`src/rtl/shift_reg_sipo_rx.sv`:
```
// shift_reg_sipo_rx -- serial-in/parallel-out frame receiver (MSB first).
//
// Samples sdi on cycles where sdi_valid=1 and aligns frames on sof. Each
// completed WIDTH-bit word is committed into a valid/ready holding register.
// The first bit received lands in dout[WIDTH-1].
//
// Optional build macro: SIPO_PARITY_EN
//   When defined, each frame carries one trailing even-parity bit. The word
//   commits on that bit, and parity_err is loaded alongside dout. When the
//   macro is undefined, frames are WIDTH bits and parity_err is tied 0.
//
// Ports:
//   clk          system clock, all logic on posedge
//   reset        synchronous, active-high reset
//   sdi          serial data in, MSB first
//   sdi_valid    bit qualifier; sdi sampled only when 1
//   sof          start-of-frame; marks the current qualified bit as bit 0
//   dout         received word, stable while dout_valid=1
//   dout_valid   word available
//   dout_ready   downstream accept (transfer on dout_valid && dout_ready)
//   overrun      sticky: a completed word was dropped
//   frame_abort  one-cycle pulse: sof arrived mid-frame
//   parity_err   parity check result for the word on dout
module shift_reg_sipo_rx #(
    parameter int WIDTH = 4
) (
    input  logic             clk,
    input  logic             reset,
    input  logic             sdi,
    input  logic             sdi_valid,
    input  logic             sof,
    output logic [WIDTH-1:0] dout,
    output logic             dout_valid,
    input  logic             dout_ready,
    output logic             overrun,
    output logic             frame_abort,
    output logic             parity_err
);

    localparam int CW = $clog2(WIDTH);

    // Without parity the last data bit is taken straight from sdi, so only
    // WIDTH-1 earlier bits need storage. With parity the full word is held
    // while the parity bit is awaited.
`ifdef SIPO_PARITY_EN
    localparam int SW = WIDTH;
`else
    localparam int SW = WIDTH - 1;
`endif

    typedef enum logic [1:0] {
        IDLE,
        SHIFT
`ifdef SIPO_PARITY_EN
        , PAR
`endif
    } state_t;

    state_t            state_q, state_d;
    logic [SW-1:0]     shreg_q, shreg_d;
    logic [CW-1:0]     cnt_q, cnt_d;
    logic [WIDTH-1:0]  dout_q, dout_d;
    logic              dout_valid_q, dout_valid_d;
    logic              overrun_q, overrun_d;
    logic              frame_abort_q, frame_abort_d;
    logic              commit;
    logic [WIDTH-1:0]  word;
`ifdef SIPO_PARITY_EN
    logic              parity_err_q, parity_err_d;
    logic              commit_perr;
`endif

    always_comb begin
        state_d       = state_q;
        shreg_d       = shreg_q;
        cnt_d         = cnt_q;
        dout_d        = dout_q;
        dout_valid_d  = dout_valid_q;
        overrun_d     = overrun_q;
        frame_abort_d = 1'b0;
        commit        = 1'b0;
`ifdef SIPO_PARITY_EN
        parity_err_d  = parity_err_q;
        commit_perr   = 1'b0;
        word          = shreg_q;
`else
        word          = {shreg_q, sdi};
`endif

        if (sdi_valid) begin
            if (sof) begin
                // sof always wins: any partial frame is dropped and this
                // bit becomes bit 0 of a fresh frame.
                frame_abort_d = (state_q != IDLE);
                shreg_d       = SW'(sdi);
                cnt_d         = CW'(1);
                state_d       = SHIFT;
            end else begin
                case (state_q)
                    SHIFT: begin
                        shreg_d = SW'({shreg_q, sdi});
                        if (cnt_q == CW'(WIDTH - 1)) begin
                            cnt_d = '0;
`ifdef SIPO_PARITY_EN
                            state_d = PAR;
`else
                            state_d = IDLE;
                            commit  = 1'b1;
`endif
                        end else begin
                            cnt_d = cnt_q + CW'(1);
                        end
                    end
`ifdef SIPO_PARITY_EN
                    PAR: begin
                        state_d     = IDLE;
                        commit      = 1'b1;
                        commit_perr = ^{shreg_q, sdi};
                    end
`endif
                    default: ;
                endcase
            end
        end

        // Holding register: a commit into a full, stalled slot is dropped;
        // a commit into a slot being drained replaces it without a bubble.
        if (commit) begin
            if (dout_valid_q && !dout_ready) begin
                overrun_d = 1'b1;
            end else begin
                dout_d       = word;
                dout_valid_d = 1'b1;
`ifdef SIPO_PARITY_EN
                parity_err_d = commit_perr;
`endif
            end
        end else if (dout_valid_q && dout_ready) begin
            dout_valid_d = 1'b0;
        end
    end

    always_ff @(posedge clk) begin
        if (reset) begin
            state_q       <= IDLE;
            shreg_q       <= '0;
            cnt_q         <= '0;
            dout_q        <= '0;
            dout_valid_q  <= 1'b0;
            overrun_q     <= 1'b0;
            frame_abort_q <= 1'b0;
`ifdef SIPO_PARITY_EN
            parity_err_q  <= 1'b0;
`endif
        end else begin
            state_q       <= state_d;
            shreg_q       <= shreg_d;
            cnt_q         <= cnt_d;
            dout_q        <= dout_d;
            dout_valid_q  <= dout_valid_d;
            overrun_q     <= overrun_d;
            frame_abort_q <= frame_abort_d;
`ifdef SIPO_PARITY_EN
            parity_err_q  <= parity_err_d;
`endif
        end
    end

    assign dout        = dout_q;
    assign dout_valid  = dout_valid_q;
    assign overrun     = overrun_q;
    assign frame_abort = frame_abort_q;
`ifdef SIPO_PARITY_EN
    assign parity_err  = parity_err_q;
`else
    assign parity_err  = 1'b0;
`endif

endmodule

```
`config.mk`:
```
export PLATFORM = sky130hd
export DESIGN_NAME = shift_reg_sipo_rx
export DESIGN_NICKNAME = d
export VERILOG_FILES = /design/src/rtl/shift_reg_sipo_rx.sv
export SDC_FILE = /design/constraint.sdc
export NUM_CORES = 1
export LEC_CHECK = 0
export CORE_AREA = 10 10 47 49
export CTS_BUF_LIST = sky130_fd_sc_hd__clkbuf_8
export DETAILED_ROUTE_END_ITERATION = 6
export DIE_AREA = 0 0 57 59
export PLACE_DENSITY = 0.7
export SYNTH_ARGS = -nofsm -noshare
export SYNTH_HDL_FRONTEND = slang
export SYNTH_SLANG_ARGS = --single-unit
export TNS_END_PERCENT = 10
```
`constraint.sdc`:
```
create_clock -name clk -period 1.4 [get_ports clk]
set_clock_uncertainty 0.1 [all_clocks]
set_input_delay 0.28 -clock clk [delete_from_list [all_inputs] [get_ports clk]]
set_output_delay 0.28 -clock clk [all_outputs]
set_load 0.05 [all_outputs]
```
==> key figures <==
Synthesis
  • Post-Synthesis Cells: 58
  • Synthesized area per cell: 9.66 sq um
  • Number of synthesized flops with an enable pin: 0
  • Largest family of logic cells by synthesized area: simple AND/OR/NAND/NOR gates
  • Synth top cells by count: dfxtp_1, nand2b_1, nor2_1
  • Count leader, synth: dfxtp_1
  • Flops & latches, synth: 13
  • Cell accounting for the most synthesized area: dfxtp_1
  • Register area share after synthesis: 46.4%
  • Post-synth top area share: 46.4%
  • YS warnings: 0
  • Post-synthesis adder-cell area fraction: 2.23%
  • Synth Area in Compound Gates: 11.2%
  • Post-synthesis cell area: 561 sq um
  • Syn nets: 65
  • Leading register cell type out of synthesis: dfxtp_1
  • Synth cell types: 22
  • Mux contribution to synthesized area: 8.93%
  • Async SR Flop Fraction: 0%
  • Simple logic cell fraction of the synthesized area: 27.7%
  • Largest cells by area after synthesis: dfxtp_1, mux2i_1, nand2b_1
  • Post-synthesis xor/xnor area fraction: 0%

Routing
  • DR vias: 443
  • 1st-pass router iterations: 3
  • Drt total wl: 1130 microns
  • Via density: 4.82
  • Residual DRC: 0
  • WL/cell: 12.3 microns
  • Post-DRT Antenna Nets: 0
  • Initial DRC count: 10

CTS
  • Max Buffers Root-to-Sink: 2
  • Clock transition at path regs: 0.06 ns
  • Post-CTS setup buffer count: 0
  • Number of H-tree levels: 1
  • Sink Count: 13
  • Clk_lat worst skew: 0.24 ns
  • Root Buffer: clkbuf_8
  • CTS tree: built
  • Num CTS Buffers: 3

GRT
  • Largest net degree at the start of global routing: 13
  • Initial antenna violation count: 0
  • Number of global-route vias before repair: 472
  • Total gr overflow: 0
  • Overall Global Routing Usage: 7.37%
  • First-pass GRT wire length: 1980 microns

STA
  • Fin worst setup slack: 0.173 ns
  • RSZ-0062 raised after global routing: no
  • Fin. max-slew vios: 0
  • Peak Freq: 0.815 GHz
  • Fin crit period: 1.23 ns
  • Final TNS setup: 0 ns
  • Final hold viol count: 0
  • Setup violators final: 0
  • Part of the cycle the worst path needs: 87.6%

Cells and area
  • Antenna Cells: 0
  • Final net count: 84
  • FF/Latch Area: 260 sq um
  • Post-Layout Cell Count: 92
  • FILL cells: 134
  • Layout cells sized above 1: 23.7%
  • Area of the multi-input gates: 284 sq um
  • Syn-to-layout area delta: 50.4%

Status
  • Status: finished, final reports clean

Critical path
  • Crit path max fanout: 4
  • Crit path capture type: flip-flop
  • CP Launch Type: flip-flop
  • CP Class: flip-flop to flip-flop
  • Critical path required time: 1.47 ns
  • Max incr delay on CP: 0.35 ns
  • Cells along the critical path: ha_1, nand4b_2, nor2_4, mux2i_1
  • Slowest library cell on the worst path: dfxtp_1
  • Worst EP arrival: 1.30 ns

Die
  • Starting Density: 40.0%
  • Core area: 1400 sq um
  • Die Height: 59 microns
  • Io pins: 14
  • Die width: 57 microns
  • Std-Cell Rows: 14
  • Die ar.: 3360 sq um

Placement
  • Final HPWL DP: 869 microns
  • Cells after DPL: 88
  • Dpl ws: -0.207 ns
  • Port Buffers: 12
  • GPL Wtd Cong: 0.749

Power
  • Worst VDD drop: 562 uV
  • Leakage: 0.000354 uW
  • Power Dens Cells: 929 nW/um^2

Worst hold path
  • Worst hold path type: input port to flip-flop

Run
  • Max_cap viols: 0
final cells by class:
cell class              count  share of cell area (%)
clock buffers               3                    4.90
clock inverters             1                   0.593
multi-input cells          42                    33.7
flip-flops and latches     13                    30.9
well taps                  16                    2.37
repair buffers             17                    27.6
final timing paths:
path	from	end	slack, ns	depth (start not counted)
setup / recovery	cnt_q[0]	dout[0]	0.17	4
hold / removal	sof	shreg_q[1]	0.27	2
setup reg to reg	cnt_q[0]	dout[0]	0.17	4
hold reg to reg	cnt_q[0]	cnt_q[0]	0.38	2
critical path: cells and delay by family (launching register included):
family	cells	cell delay, ns
adders and majority gates	1	0.19
DFF	1	0.35
and+or+nand+nor	2	0.31
muxes	1	0.20
flip-flops by register name (all words and copies together) (netlist names):
name and count:
overrun 1, dout 4, state_q 1, frame_abort 1, cnt_q 2, dout_valid 1
shreg_q 3
kinds of logic after synthesis:
group / count (synthesis)
AO/OA/AOI/OAI: 10
AND/OR/NAND/NOR: 25
other: 1
buffers and inverters: 3
multiplexers: 5
adder cells (fa/ha/maj): 1
flip-flops: 13
cell usage in the layout (no fill, tap or decap), drive strengths merged:
master	count
a21oi	2
a22oi	3
a31oi	2
and3b	1
buf	12
clkbuf	3
clkdlybuf4s50	3
clkinv	1
conb	1
dfxtp	13
dlymetal6s2s	2
ha	1
mux2i	5
nand2	3
nand2b	8
nand4b	1
nor2	7
nor2b	2
nor3b	2
o21ai	2
o31ai	1
or3b	1
through the flow:
stage	utilization (%)	hold slack (ns)	area [sq um]	total power, uW
after floorplan	-	0.283	561	428
after CTS	59.8	0.381	838	801
final	60.2	0.267	843	783
after detailed placement	56.5	0.373	792	459
after global placement	56.5	0.372	792	458
after global routing	60.2	0.283	843	822
repair_timing:
item,CTS,global route
endpoints found under the setup margin,0,4
resized for setup,0,2
hold buffers,0,0
power breakdown:
part | total [uW] | internal [uW] | switching (uW)
clock network | 333 | 197 | 136
logic | 65.9 | 34.5 | 31.4
registers | 385 | 377 | 7.65
per-layer routing:
| metal | up-vias | routed length, microns | track usage, % |
|---|---|---|---|
| met5 | - | 0 | 0 |
| met4 | 0 | 8 | 5.03 |
| met3 | 2 | 64 | 3.86 |
| met2 | 8 | 547 | 10.9 |
| met1 | 200 | 512 | 8.01 |
| li1 | 233 | - | - |
Power figures use the tool's default switching activity.
